**src/rtl/vc_input_queue.sv**
```systemverilog
// Multi-virtual-channel router input buffer: VC independent circular FIFOs
// with a round-robin arbiter presenting one head packet per cycle.
module vc_input_queue #(
    parameter int unsigned PL    = 8,
    parameter int unsigned DEPTH = 4,
    parameter int unsigned VC    = 2,
    localparam int unsigned VCW  = (VC > 1) ? $clog2(VC) : 1,
    localparam int unsigned CW   = $clog2(DEPTH) + 1
) (
    input  logic             clk,
    input  logic             rst,
    input  logic             in_valid,
    input  logic [VCW-1:0]   in_vc,
    input  logic [PL-1:0]    in_data,
    output logic             in_ready,
    output logic             out_valid,
    output logic [VCW-1:0]   out_vc,
    output logic [PL-1:0]    out_data,
    input  logic             out_ready,
    output logic [VC-1:0]    vc_full,
    output logic [VC-1:0]    vc_empty,
    output logic [VC*CW-1:0] vc_count,
    output logic             push_err
);
    localparam int unsigned PW = $clog2(DEPTH);

    logic [PL-1:0]  mem    [VC][DEPTH];
    logic [PW-1:0]  wr_ptr [VC];
    logic [PW-1:0]  rd_ptr [VC];
    logic [CW-1:0]  cnt    [VC];
    logic [VCW-1:0] rr_ptr;

    logic [VC-1:0]  sel;
    logic           in_vc_ok;
    logic [VCW-1:0] grant;
    logic           any;
    logic           push;
    logic           pop;

    // Per-channel status and input channel decode
    always_comb begin
        vc_full  = '0;
        vc_empty = '0;
        vc_count = '0;
        sel      = '0;
        for (int unsigned i = 0; i < VC; i++) begin
            vc_full[i]            = (cnt[i] == CW'(DEPTH));
            vc_empty[i]           = (cnt[i] == '0);
            vc_count[i*CW +: CW]  = cnt[i];
            sel[i]                = (VC == 1) ? 1'b1 : (in_vc == VCW'(i));
        end
    end

    // Out-of-range channel indices are refused; readiness ignores out_ready
    assign in_vc_ok = (VC == 1) || (32'(in_vc) < VC);
    assign in_ready = in_vc_ok && |(sel & ~vc_full);
    assign push     = in_valid && in_ready;

    // Round-robin grant: first non-empty channel at or after rr_ptr
    always_comb begin
        grant = '0;
        any   = 1'b0;
        for (int unsigned k = 0; k < VC; k++) begin
            for (int unsigned i = 0; i < VC; i++) begin
                if (!any && i == (32'(rr_ptr) + k) % VC && cnt[i] != '0) begin
                    grant = VCW'(i);
                    any   = 1'b1;
                end
            end
        end
    end

    assign out_valid = any;
    assign out_vc    = any ? grant : '0;
    assign pop       = any && out_ready;

    // Head of the granted channel, forced to zero when nothing is presented
    always_comb begin
        out_data = '0;
        for (int unsigned i = 0; i < VC; i++) begin
            if (any && grant == VCW'(i)) out_data = mem[i][rd_ptr[i]];
        end
    end

    always_ff @(posedge clk) begin
        for (int unsigned i = 0; i < VC; i++) begin
            if (push && sel[i]) mem[i][wr_ptr[i]] <= in_data;
        end
    end

    always_ff @(posedge clk or posedge rst) begin
        if (rst) begin
            for (int unsigned i = 0; i < VC; i++) begin
                wr_ptr[i] <= '0;
                rd_ptr[i] <= '0;
                cnt[i]    <= '0;
            end
            rr_ptr   <= '0;
            push_err <= 1'b0;
        end else begin
            for (int unsigned i = 0; i < VC; i++) begin
                if (push && sel[i]) wr_ptr[i] <= wr_ptr[i] + 1'b1;
                if (pop && grant == VCW'(i)) rd_ptr[i] <= rd_ptr[i] + 1'b1;
                cnt[i] <= cnt[i] + CW'(push && sel[i]) - CW'(pop && grant == VCW'(i));
            end
            if (pop) rr_ptr <= (32'(grant) == VC - 1) ? '0 : grant + 1'b1;
            if (in_valid && !in_ready) push_err <= 1'b1;
        end
    end

endmodule

```
**config.mk**
```make
export PLATFORM = sky130hd
export DESIGN_NAME = vc_input_queue
export DESIGN_NICKNAME = d
export VERILOG_FILES = /design/src/rtl/vc_input_queue.sv
export SDC_FILE = /design/constraint.sdc
export NUM_CORES = 1
export LEC_CHECK = 0
export ABC_CLOCK_PERIOD_IN_PS = 5100
export BUFFER_PORTS_ARGS = -buffer_cell sky130_fd_sc_hd__buf_2
export CORE_UTILIZATION = 62
export CTS_CLUSTER_SIZE = 25
export DETAILED_ROUTE_END_ITERATION = 8
export PLACE_DENSITY = 0.83
export SYNTH_ARGS = -nofsm -noshare
export SYNTH_HDL_FRONTEND = slang
export SYNTH_SLANG_ARGS = --single-unit
```
**constraint.sdc**
```tcl
create_clock -name clk -period 5.1 [get_ports clk]
set_clock_uncertainty 0.05 [all_clocks]
set_input_delay 1.02 -clock clk [delete_from_list [all_inputs] [get_ports clk]]
set_output_delay 1.02 -clock clk [all_outputs]
set_load 0.05 [all_outputs]
```
## Yosys cells after proc, flatten, opt, wreduce, memory -nomap -nowiden

Memories as Yosys holds them, arrays and structs flattened.
Cells that the tools add are included.

| operators by class | value |
|---|---|
| div/mod/pow operators | 0 |
| bitwise operators | 8 |
| mux-type cells | 28 |
| add/subtract/negate cells | 10 |
| multiply operators | 0 |
| reductions and logical operators | 30 |
| equality and inequality tests | 2 |
| magnitude comparators | 6 |
| shift operators | 0 |

Operator list:

| cell | number |
|---|---|
| $mux W32 | 4 |
| $logic_not A32 Y1 | 2 |
| $mux W8 | 8 |
| $bmux W8 S2 | 2 |
| $demux W8 S2 | 2 |
| $reduce_or A32 Y1 | 1 |
| $logic_and A1 B1 Y1 | 18 |
| $ge A3 B3 Y1 const B | 4 |
| $mux W1 | 12 |
| $not A2 Y3 | 4 |
| $add A2 B1 Y2 const B | 4 |
| $add A3 B1 Y3 | 2 |
| $eq A3 B3 Y1 const B | 2 |
| $logic_not A3 Y1 | 2 |
| $lt A3 B1 Y1 const B | 2 |
| $reduce_bool A3 Y1 | 2 |
| $sub A3 B1 Y3 | 2 |
| $logic_not A1 Y1 | 4 |
| $add A1 B1 Y1 const B | 2 |
| $and A2 B2 Y2 | 1 |
| $not A1 Y1 | 2 |
| $not A2 Y2 | 1 |
| $reduce_or A2 Y1 | 1 |

| word-level totals | value |
|---|---|
| bits of input ports | 13 |
| bits in writable memories | 64 |
| bits in registers | 16 |
| memories kept | 1 |
| bits in read-only memories | 0 |
| output and inout port bits | 22 |
| bits in latches | 0 |
| logic and storage cells | 93 |

Memories:

| name | depth | bits a word | rd ports | clocked after Yosys merged registers in | write ports | line | source |
|---|---|---|---|---|---|---|---|
| mem | 2 | 32 | 2 | 0 | 1 | 27 | `logic [PL-1:0] mem [VC][DEPTH];` |

## Logic depth before layout (Yosys ltp)

| logic depth | value |
|---|---|
| word-level depth | 19 |
| depth in mapped cells | 10 |
| gate-level depth less buffers | 10 |

## Least setup slack after synthesis

No wires, ideal clock.

| path | value |
|---|---|
| kind | register -> output |
| start | register cnt (netlist bit vc_count[4]) |
| end | output out_data[0] |
| slack | 1.221 ns |
| data arrival time | 2.809 ns |
| stages on the path, launching flop included | 5 |
| required time | 4.030 ns |
| path buffers | 1 |
| cells stage by stage | dfrtp_1 > nor3_1 > o21ba_2 > buf_2 > a22o_1 |

| on the way | value |
|---|---|
| longest elaborated chain between the ends | 15 |
| elaborated cells between the ends (all ways) | 19 |
| those cells by class | mux (8); bitwise (1); reduce/logical (10) |

RTL lines:

| item | line | source |
|---|---|---|
| start: declaration | 30 | `logic [CW-1:0] cnt [VC];` |
| start signal: indexed assignment | 104 | `cnt[i] <= cnt[i] + CW'(push && sel[i]) - CW'(pop && grant == VCW'(i));` |
| $reduce_bool A3 Y1 (*) | 65 | `if (!any && i == (32'(rr_ptr) + k) % VC && cnt[i] != '0) begin` |
| $logic_and A1 B1 Y1 | 65 |  |
| $mux W1 | 65 |  |
| $logic_not A1 Y1 | 65 |  |
| $logic_and A1 B1 Y1 (2 in series) | 65 |  |
| $mux W1 | 65 |  |
| $logic_not A1 Y1 | 65 |  |
| $logic_and A1 B1 Y1 (2 in series) | 65 |  |
| $mux W1 | 65 |  |
| $not A1 Y1 | 81 | `if (any && grant == VCW'(i)) out_data = mem[i][rd_ptr[i]];` |
| $logic_and A1 B1 Y1 | 81 |  |
| $mux W8 | 81 |  |
| $mux W8 (*) | 81 |  |
| end: declaration | 18 | `output logic [PL-1:0] out_data,` |

Every way passes the cells marked *; elsewhere a longest branch is shown, timed or not.

## Worst setup path after layout

| path | value |
|---|---|
| start | register cnt (netlist bit vc_count[4]) |
| end | output out_data[5] |

Same word-level chain as after synthesis.

==> qor.csv <==
stage,metric,value,unit
job,cap_violations,0,
yosys,postSynthAreaPerCell,18.45,µm²
min_path,hold_path.class,flop to flop,
clock_network,cts_hold_buffers,0,
routing,drt_wl_total,5852,µm
critical_path,cp.depth,4,
yosys,netlist_area,3358,µm²
routing,drt-pass1-iter-count,4,
placement,hpwl,4072,µm
global_routing,grt_pass1_vias,1776,
min_path,whs_endpoint,push_err$_DFFE_PP0P_,
yosys,synth_top_area_cell,edfxtp_1,
clock_network,cts-root-buf,clkbuf_8,
floorplanning,rows,26,
cells_and_area,diodes,0,
min_path,min_path_cells,1,
critical_path,crit_family,compound AO/OA/AOI/OAI gates,
routing,drt_iter0_drc,97,
sta,slew_violations,0,
global_routing,grt_use_total,23.45,%
global_routing,grt_pass1_wl,8838,µm
cells_and_area,area_growth,13.52,%
yosys,yosysWarnings,0,
routing,viasPerCell,5.713,
placement,io_buffer_count,34,
sta,setup_viol,0,
critical_path,start_kind,flop,
clock_network,cts.sinks,80,
critical_path,critical_path_class,flop to output port,
routing,via_count,1691,
cells_and_area,layout_commonest_cell,edfxtp_1,
critical_path,required,4.03,ns
critical_path,cp.arrival,2.19,ns
global_routing,antenna_found_initial,0,
yosys,synth_seq_cells,80,
critical_path,critPathSlowestCell,nor2_1,
sta,period_needed,3.260,ns
floorplanning,core,5172,µm²
routing,ant_nets,0,
yosys,synthXorXnorAreaFrac,2.608,%
sta,finalHoldViolCount,0,
clock_network,cts_tree,built,
clock_network,cts_resized,0,
sta,finalCritPeriodShare,63.93,%
sta,relSlewSlack,58.57,%
global_routing,overflow,0,
clock_network,cts_buffers,9,
critical_path,r2r-start,vc_count[2]$_DFF_PP0_,
cells_and_area,layout_common_cells,"edfxtp_1, buf_2, inv_1",
floorplanning,start_util,64.93,%
yosys,synthSimpleGateAreaFrac,3.800,%
placement,place_area,3582,µm²
floorplanning,ios,35,
sta,grt_setup_unrepaired,no,
sta,fin_setup_tns,0,ns
cells_and_area,final_nets,248,
yosys,muxShareOfSynthArea,11.81,%
critical_path,crit_path_cell_trace,o31a_2 > nor2_1 > a22o_1 > buf_2,
clock_network,htreeDepth,3,
yosys,seq_area_frac_synth,69.15,%
cells_and_area,design_area,3812,µm²
sta,worstMarginPinSlew,0.6207,ns
clock_network,clk_pin_slew,0.07,ns
sta,fmax,306.7,MHz
routing,drc,0,
critical_path,worstPathMaxFanout,8,
clock_network,cts_buffer_depth,2,
critical_path,rrSetupSlack,2.58,ns
floorplanning,die-width,75.60,µm
clock_network,post-cts-setup-buffer-count,0,
yosys,synthAdderAreaFrac,5.663,%
critical_path,cp-end-kind,output port,
critical_path,r2r-end,vc_count[2]$_DFF_PP0_,
min_path,hp-start,push_err$_DFFE_PP0P_,
yosys,synthCells,182,
routing,post_drt_wl_per_cell,19.77,µm
yosys,synth_top_area_share,57.23,%
placement,place.gp.congestion,0.6940,
yosys,yosysUniqueCellTypes,31,
yosys,synth_area_leaders,"edfxtp_1, dfrtp_1, mux4_2, ha_1, a22o_1",
clock_network,worstSkewPairLatency,0.35,ns
critical_path,path_buf_inv,1,
yosys,syn-num-nets,209,
cells_and_area,drive_above_1_share,32.74,%
global_routing,grt_max_degree,17,
floorplanning,fp.dieH,75.60,µm
yosys,synth_compound_area_share,3.949,%
yosys,synth_top_family_by_area,multiplexers,
critical_path,ff2ff_path_depth,10,
outcome,run_status,"complete, no violations",
critical_path,slowest_delay,0.48,ns
floorplanning,fp.dieArea,5715,µm²
-- stage by stage --
step	instances	utilization, %	setup slack [ns]	hold WS [ns]
global route	296	73.71	1.745	0.4437
detailed placement	280	69.26	2.097	0.3976
finish	296	73.71	1.840	0.4129
global placement	280	69.26	2.208	0.3855
floorplan	182	-	1.221	0.4575
CTS	296	73.71	1.817	0.4148
-- sequential cells by signal, indices dropped and copies added (netlist names) --
name	flops
vc_count	6
rr_ptr	1
wr_ptr	4
push_err	1
mem	64
rd_ptr	4
-- cells in the mapped netlist --
cell / number
o211ai_1: 1
or3b_1: 2
a21o_1: 1
and2_2: 4
nand2_1: 2
mux4_2: 16
clkbuf_2: 1
mux2i_1: 1
buf_2: 2
nor3b_2: 1
o21ai_0: 2
and3_1: 1
nor3_1: 3
xnor2_1: 6
mux2_4: 1
mux2_2: 1
buf_6: 1
and2_1: 4
inv_1: 18
o31ai_1: 1
nor2_1: 1
o31a_2: 2
dfrtp_1: 16
buf_1: 2
ha_1: 12
a22o_1: 8
edfxtp_1: 64
xor2_1: 4
o21ba_2: 1
fa_1: 2
nor3_2: 1
-- worst register-to-register path: cells and delay by family, from the launching register on --
kind / cells / cell delay, ns
xor gates and xnor gates: 2 / 0.28
adders and majority gates: 3 / 0.85
buffers and inverters: 3 / 0.21
DFF: 1 / 0.43
and+or+nand+nor: 2 / 0.59
-- metal layers --
layer,wire length (µm),track usage (%)
met5,0,0
met4,135,10.49
met3,291,7.407
met2,3005,37.80
met1,2420,29.60
-- worst max path at each step --
stage | startpoint | to | slack (ns)
detailed placement | in_vc | vc_count[2]$_DFF_PP0_ | 2.10
floorplan | vc_count[4]$_DFF_PP0_ | out_data[0] | 1.22
CTS | vc_count[4]$_DFF_PP0_ | out_data[5] | 1.82
global placement | in_vc | vc_count[2]$_DFF_PP0_ | 2.21
finish | vc_count[4]$_DFF_PP0_ | out_data[5] | 1.84
global route | vc_count[4]$_DFF_PP0_ | out_data[5] | 1.75
-- area by class of cell --
type,count,area [µm²]
flip-flops and latches,80,2322
clock buffers,12,135.1
clock inverters,4,95.09
multi-input cells,78,934.6
repair buffers,34,170.2
well taps,70,87.58
fillers,318,1360
inverters,18,67.56
-- cell families (layout without fill, tap and decap cells) --
group | after synthesis | after routing
flip-flops | 80 | 80
buffers and inverters | 24 | 68
multiplexers | 19 | 19
AND/OR/NAND/NOR | 19 | 19
AO/OA/AOI/OAI | 16 | 16
adder cells (fa/ha/maj) | 14 | 14
XOR/XNOR | 10 | 10
Power is not shown: default switching activity piles up to over one toggle a cycle in this logic, so the estimate is an artifact.
